**config.mk**
```make
export PLATFORM = sky130hd
export DESIGN_NAME = instr_fetch_unit
export DESIGN_NICKNAME = d
export VERILOG_FILES = /design/src/rtl/instr_fetch_unit.sv
export SDC_FILE = /design/constraint.sdc
export NUM_CORES = 1
export LEC_CHECK = 0
export ABC_AREA = 1
export CORE_MARGIN = 8
export CORE_UTILIZATION = 45
export CTS_BUF_LIST = sky130_fd_sc_hd__clkbuf_4
export DETAILED_ROUTE_END_ITERATION = 8
export GPL_ROUTABILITY_DRIVEN = 0
export GPL_TIMING_DRIVEN = 1
export HOLD_SLACK_MARGIN = 0.03
export PLACE_DENSITY = 0.82
export SETUP_SLACK_MARGIN = 0.5
export SLEW_MARGIN = 10
export SYNTH_ARGS = -nofsm -noshare
export SYNTH_HDL_FRONTEND = slang
export SYNTH_SLANG_ARGS = --single-unit
```
**constraint.sdc**
```tcl
create_clock -name clk -period 1.72 [get_ports clk]
set_input_delay 0.344 -clock clk [delete_from_list [all_inputs] [get_ports clk]]
set_output_delay 0.344 -clock clk [all_outputs]
set_load 0.005 [all_outputs]
```
**src/rtl/instr_fetch_unit.sv**
```systemverilog
// Instruction fetch stage: owns the PC, waits on memory_ready, hands {instr, pc} to decode.
// Optional build macro FETCH_TIMEOUT_EN adds a WAIT-state timeout fault.
module instr_fetch_unit #(
  parameter int                    width      = 16,
  parameter int                    addr_width = 4,
  parameter logic [addr_width-1:0] RESET_PC   = '0,
  parameter int                    TIMEOUT    = 15
) (
  input  logic                  clk,
  input  logic                  rst_n,
  output logic [addr_width-1:0] mem_addr,
  input  logic [width-1:0]      mem_data,
  input  logic                  memory_ready,
  input  logic                  mem_error,
  input  logic                  branch_valid,
  input  logic [addr_width-1:0] branch_target,
  output logic [width-1:0]      instr,
  output logic [addr_width-1:0] instr_pc,
  output logic                  instr_valid,
  input  logic                  instr_ready,
  output logic                  fault
);

  typedef enum logic [1:0] {
    SETTLE = 2'd0,
    WAIT   = 2'd1,
    HOLD   = 2'd2,
    FAULT  = 2'd3
  } state_t;

  // The timeout counter is 8 bits wide, so TIMEOUT must fit in it.
  if (TIMEOUT < 1 || TIMEOUT > 255) begin : g_timeout_range
    $error("instr_fetch_unit: TIMEOUT must be in 1..255");
  end

  state_t                state;
  logic [addr_width-1:0] pc;

`ifdef FETCH_TIMEOUT_EN
  localparam logic [7:0] TimeoutLimit = 8'(TIMEOUT);
  logic [7:0] wait_count;
`endif

  assign mem_addr = pc;

  always_ff @(posedge clk) begin
    if (!rst_n) begin
      pc          <= RESET_PC;
      state       <= SETTLE;
      instr       <= '0;
      instr_pc    <= '0;
      instr_valid <= 1'b0;
      fault       <= 1'b0;
`ifdef FETCH_TIMEOUT_EN
      wait_count  <= '0;
`endif
    end else begin
      case (state)
        // Stale memory_ready from the previous address is ignored here.
        SETTLE: begin
`ifdef FETCH_TIMEOUT_EN
          wait_count <= '0;
`endif
          if (branch_valid) begin
            pc <= branch_target;
          end else begin
            state <= WAIT;
          end
        end
        // Priority: memory error, then redirect, then data capture.
        WAIT: begin
          if (mem_error) begin
            fault <= 1'b1;
            state <= FAULT;
          end else if (branch_valid) begin
            pc    <= branch_target;
            state <= SETTLE;
          end else if (memory_ready) begin
            instr       <= mem_data;
            instr_pc    <= pc;
            instr_valid <= 1'b1;
            state       <= HOLD;
`ifdef FETCH_TIMEOUT_EN
          end else if (wait_count + 8'd1 == TimeoutLimit) begin
            fault <= 1'b1;
            state <= FAULT;
          end else begin
            wait_count <= wait_count + 8'd1;
`endif
          end
        end
        // A redirect here drops the word, or follows a completed transfer.
        HOLD: begin
          if (branch_valid) begin
            instr_valid <= 1'b0;
            pc          <= branch_target;
            state       <= SETTLE;
          end else if (instr_ready) begin
            instr_valid <= 1'b0;
            pc          <= pc + addr_width'(1);
            state       <= SETTLE;
          end
        end
        FAULT: begin
          instr_valid <= 1'b0;
          fault       <= 1'b1;
        end
        default: begin
          state <= FAULT;
        end
      endcase
    end
  end

endmodule

```
==> results.md, run 1 <==
* Status: finished, final reports clean
* Num CTS Buffers at 3
* CTS Hold Bufs at 0
* Clock Power Share at approximately 17%
* Nets at 286
* I/O pin cnt at 52
* Core Region at 0.00295 mm^2
* Antenna Cells at 0
* Max incr delay on CP at just under 0.4 ns
* # port buffers at 51
* Sequential power share at approximately a third
* Final antenna-violating net count at 0
* Peak VDD IR at 1110 uV
* Path type of the worst setup path: register to register
* Die height at around 71 um
* DRC at 0
* Die span in x at 70.6 um
* First-pass GRT wire length at 5320 um
* Worst-path clk slew at 0.15 ns
* Layout cells sized above 1 at 41.3%
* Overflow after GRT at 0
* Final core occ at 70.0%
* Max transition margin at 83.4%
* Initial Util at 45.4%
* Vias in the first global route at 1241
* Combinational power share at 49.6%
* Pint at ~1600 uW
* Crit share post-route at approximately 79%
* Clock skew at approximately 0.0014 ns
* Register area share after synthesis at 41.8%
* Psw at 949 uW
* Dpl hpwl at 2400 um
* Final Slew Violations at 0
* Largest net degree at the start of global routing at 29
* Crit Path Max Fanout at 5
* CTS Sinks at 28
* Power per cell area at ~1200 mW/mm^2
* Setup TNS at 0 ns
* Hold Fails Final Rpt at 0
* Max Cap Viol at 0
* Initial antenna violation count at 0
* RSZ-0062 raised after global routing: yes
* Total GRT Usage at 12.6%
* Routed WL at roughly 3700 um
* Drt wl/cell at 12.9 um
* DRT iter0 DRCs at 71
* Post-Syn Area at 0.00134 mm^2
* Drt via density at ~4.8
* CP top delay family: flip-flops
* Via Count at around 1400
* Syn_area_per_cell at 7.10 um^2
* Library cells used by synthesis at 21
* YS warnings at 0
* Worst-Skew Late Latency at 0.33 ns
* Clock root cell: clkbuf_4
* CTS tree: yes
* CP Cell Sequence: inv_4 -> ha_4 -> inv_4 -> nor2_4 -> nand3_4 -> buf_4 -> o21ai_0 -> nor2_1
* Startpoint Class: register
* Rows at 20
* Area contributors post-synth: dfxtp_1, nor2_1, nand2_1
* CTS max path bufs at 2
* Most numerous cell on the critical path: inv_4
* Dpl cell area at 0.00187 mm^2
* Number of synthesized register bits at 28
* Synthesized Nets at 222
* Mapped Cells at roughly 190
* Critical path endpoint category: register
* Final setup viols at 0
* Net Sw Frac at 37.1%
* FMAX at 0.737 GHz
* Worst Hold Class: register to register
* Drt first pass iters at 4
* Worst Tran Pin Value at 0.247 ns
* Share of the synthesized area in the top cell type at between 40% and 50%
* Leakage at 0.000997 uW
* CP bufs+invs at 3
* Required time worst endpoint at 1.96 ns
* Cell taking the most area after synthesis: dfxtp_1
* Design area at 0.00207 mm^2
* Fin crit period at roughly 1.4 ns
* Slowest-stage cell, CP: dfxtp_4
* Layout Area Growth over Synthesis at 54.0%
* Crit path arrival time at 1.60 ns
* DIE AREA at around 0.005 mm^2
* H-tree levels at 1
synthesized netlist by cell type (all sizes together):
master	instances
clkbuf	2
a21oi	1
nand2	40
o21ai	24
dfxtp	28
buf	5
nand3	5
nand4	1
or2	1
inv	15
nor2	60
ha	7
registers in the layout, summed over array words and instances, names as in the netlist:
signal and flops:
state 2, instr_pc 4, mem_addr 4, fault 1
instr_valid 1, instr 16
cell usage in the layout, fill, tap and decap left out, drive strengths merged, types with 4 or more instances in the layout:
cell type and instances:
clkdlybuf4s50 24, nor2 60, ha 7, dfxtp 28, inv 15, buf 40, nand2 40, nand3 5
clkbuf 4, o21ai 24
through the flow:
step / setup slack (ns) / hold slack, ns / total power, uW / cells
after global placement: 0.0877 / 0.461 / 1700 / 269
after CTS: 0.404 / 0.486 / 2230 / 278
after floorplan: 0.490 / 0.465 / 1420 / 189
after detailed placement: 0.0385 / 0.461 / 1730 / 269
after global routing: 0.320 / 0.504 / 2720 / 285
final: 0.363 / 0.485 / 2560 / 285
timing repair:
item,4_1_cts,5_1_grt
pin swaps,5,14
resized for setup,143,34
endpoints found under the setup margin,53,29
cloned,0,1
setup buffers,5,6
path summary, 6_finish.rpt:
check	endpoint	slack (ns)	cells after the start	startpoint
min reg2reg	instr[9]	0.48	2	instr[9]
max reg2reg	instr_pc[0]	0.36	8	state[1]
min	instr[9]	0.48	2	instr[9]
max	instr_pc[0]	0.36	8	state[1]
power by group through the flow:
stage | Sequential, uW | Combinational, uW | Clock, uW
3_5_place_dp | 864 | 867 | 0
3_3_place_gp | 861 | 844 | 0
5_1_grt | 868 | 1390 | 467
4_1_cts | 850 | 937 | 445
6_report | 858 | 1270 | 432
2_1_floorplan | 854 | 566 | 0
layout make-up:
cell class / count / area [um^2]
clock inverter: 1 / 30.0
clock buffer: 3 / 22.5
timing repair buffer: 66 / 507
sequential: 28 / 603
fill: 255 / 887
multi-input combinational: 139 / 793
tap: 33 / 41.3
inverter: 15 / 68.8
metal layers:
metal	global-route usage (%)	up-vias	share of wire, %
li1	-	714	-
met4	1.39	0	0.79
met1	13.3	612	42
met5	0	-	0
met2	23.9	35	52
met3	4.38	4	5.4
logic make-up (layout without fill, tap and decap cells):
logic type / after synthesis / after routing / synth area share [%]
fa+ha+maj: 7 / 7 / 6.53
compound gates: 25 / 25 / 9.33
simple gates: 107 / 107 / 33.4
buf+inv: 22 / 85 / 8.95
flops: 28 / 28 / 41.8
tightest hold or removal path, delay by kind of cell (launching register included):
family / cells / cell delay, ns
and+or+nand+nor: 2 / 0.12
DFF: 1 / 0.35
Power figures use the tool's default switching activity.
==> run 2, diff against run 1 <==
CORE_UTILIZATION = 40   (was 45)
PLACE_DENSITY = 0.77   (was 0.82)
clock period = 1.1 ns   (was 1.72 ns; I/O delays follow)
==> results.md, run 2 (synthesis gave the netlist of run 1 again) <==
* Status: finished with violations (was finished, final reports clean)
* Violated checks: negative setup slack
* First-pass GRT wire length at 5820 um (was 5320 um)
* Final antenna-violating net count at 0 (unchanged)
* Crit share post-route at 119% (was 78.9%)
* Drt via density at 4.50 (was 4.79)
* Setup slack, reg-to-reg at -0.21 ns (was 0.36 ns)
* Crit Path Max Fanout at 5 (unchanged)
* Vias in the first global route at 1344 (was 1241)
* RSZ-0062 raised after global routing: yes (unchanged)
* Clock root cell: clkbuf_4 (unchanged)
* Routed WL at 3810 um (was 3670 um)
* Initial antenna violation count at 0 (unchanged)
* Path type of the worst setup path: register to register (unchanged)
* FF-to-FF path depth at 9 (was 8)
* Psw at 1620 uW (was 949 uW)
* Most frequent cells in the layout: nor2_1, dfxtp_2, nand2_1, clkdlybuf4s50_1, buf_6 (was nor2_1, nand2_1, dfxtp_2, buf_2, clkdlybuf4s50_1)
* Commonest non-fill, non-tap cell in the layout: nor2_1 (unchanged)
* Most flop-heavy register: instr (unchanged)
* CTS tree: yes (unchanged)
* Num CTS Buffers at 3 (unchanged)
* DP Worst Slack at -0.418 ns (was 0.0385 ns)
* Hold Fails Final Rpt at 0 (unchanged)
* FMAX at 0.762 GHz (was 0.737 GHz)
* Drt wl/cell at 12.4 um (was 12.9 um)
* Net Sw Frac at 36.4% (was 37.1%)
* Power per cell area at 1860 mW/mm^2 (was 1240 mW/mm^2)
* Max transition margin at 77.6% (was 83.4%)
* Pwr Total at 4450 uW (was 2560 uW)
* Total GRT Usage at 13.2% (was 12.6%)
* Max Cap Viol at 0 (unchanged)
* Peak VDD IR at 1350 uV (was 1110 uV)
* CTS Sinks at 28 (unchanged)
* Rows at 21 (was 20)
* H-tree levels at 1 (unchanged)
* Max reg flops at 16 (unchanged)
* Pint at 2830 uW (was 1610 uW)
* Final Slew Violations at 0 (unchanged)
* CTS max path bufs at 2 (unchanged)
* Initial Util at 40.8% (was 45.4%)
* Die height at 73.9 um (was 70.6 um)
* Antenna Cells at 0 (unchanged)
* Drt first pass iters at 4 (unchanged)
* Worst Hold Class: primary input to register (was register to register)
* Leakage at 0.00108 uW (was 0.000997 uW)
* Startpoint Class: register (unchanged)
* Sequential power share at 30.1% (was 33.6%)
* Core Region at 0.00328 mm^2 (was 0.00295 mm^2)
* Layout cells sized above 1 at 48.1% (was 41.3%)
* Dpl hpwl at 2490 um (was 2400 um)
* Die span in x at 73.9 um (was 70.6 um)
* # port buffers at 51 (unchanged)
* Crit path arrival time at 1.55 ns (was 1.60 ns)
* Via Count at 1387 (was 1365)
* Layout Area Growth over Synthesis at 78.5% (was 54.0%)
* Nets at 296 (was 286)
* I/O pin cnt at 52 (unchanged)
* Critical path endpoint category: register (unchanged)
* Overflow after GRT at 0 (unchanged)
* Cells on Worst Hold Path at 3 (was 2)
* Final setup viols at 29 (was 0)
* DRT iter0 DRCs at 50 (was 71)
* Placed cells at 293 (was 269)
* Largest net degree at the start of global routing at 29 (unchanged)
* DRC at 0 (unchanged)
* Setup ws final at -0.212 ns (was 0.363 ns)
* Required time worst endpoint at 1.34 ns (was 1.96 ns)
* Worst-Skew Late Latency at 0.32 ns (was 0.33 ns)
* Non-Filler Instances at 308 (was 285)
* Combinational power share at 54.6% (was 49.6%)
* Fin crit period at 1.31 ns (was 1.36 ns)
* Clock skew at 0.000837 ns (was 0.00143 ns)
* Clock Power Share at 15.3% (was 16.9%)
* DIE AREA at 0.00546 mm^2 (was 0.00498 mm^2)
* Worst-path clk slew at 0.16 ns (was 0.15 ns)
* Hold_ws at 0.472 ns (was 0.485 ns)
* Worst Tran Pin Value at 0.334 ns (was 0.247 ns)
==> run 2: area by class of cell <==
type                    count  area [um^2]
flip-flops and latches     28          598
well taps                  46         57.6
clock buffers               3         22.5
clock inverters             1         30.0
multi-input cells         139          853
repair buffers             76          757
inverters                  15         76.3
fillers                   269          890
==> run 2: critical path: stages, from the launching register on <==
cell and delay [ns]:
dfxtp_2 0.39, inv_4 0.05, ha_4 0.16, inv_4 0.06
nor2_4 0.04, nand3_4 0.12, clkinv_4 0.09, clkbuf_16 0.16
nor2_1 0.08, nor2_1 0.06
==> run 2: worst paths after layout <==
check | startpoint | to
worst max-delay path | state[1] | instr[12]
worst min-delay path | mem_data[9] | instr[9]
worst max register to register | state[1] | instr[12]
worst min register to register | instr[1] | instr[1]
==> run 2: metrics by stage <==
stage / area, um^2 / util, % / TNS, ns
floorplan: 1380 / - / -2.05
global placement: 2040 / 62.1 / -10.16
CTS: 2140 / 65.1 / -3.62
detailed placement: 2040 / 62.1 / -10.64
finish: 2390 / 72.9 / -4.76
global route: 2390 / 72.9 / -7.00
==> run 2: what timing repair did <==
item                       in CTS  in global routing
pin swaps                       4                 13
setup endpoints to repair      54                 54
setup buffers                   2                  7
gates resized for setup       157                 42
cloned                          0                  2
hold buffers                    0                  0
==> run 2: layer usage <==
metal  up-vias  wire length (um)  track usage (%)
li1        732                 -                -
met1       622              1730             15.5
met2        31              1930             24.0
met3         2               132             2.46
met4         0                15             2.66
met5         -                 0                0
==> run 2: power by group through the flow <==
stage / registers [uW] / clock network, uW / logic (uW)
2_1_floorplan: 1360 / 0 / 933
3_3_place_gp: 1320 / 0 / 1660
3_5_place_dp: 1320 / 0 / 1700
4_1_cts: 1330 / 694 / 1880
5_1_grt: 1360 / 746 / 2670
6_report: 1340 / 680 / 2430
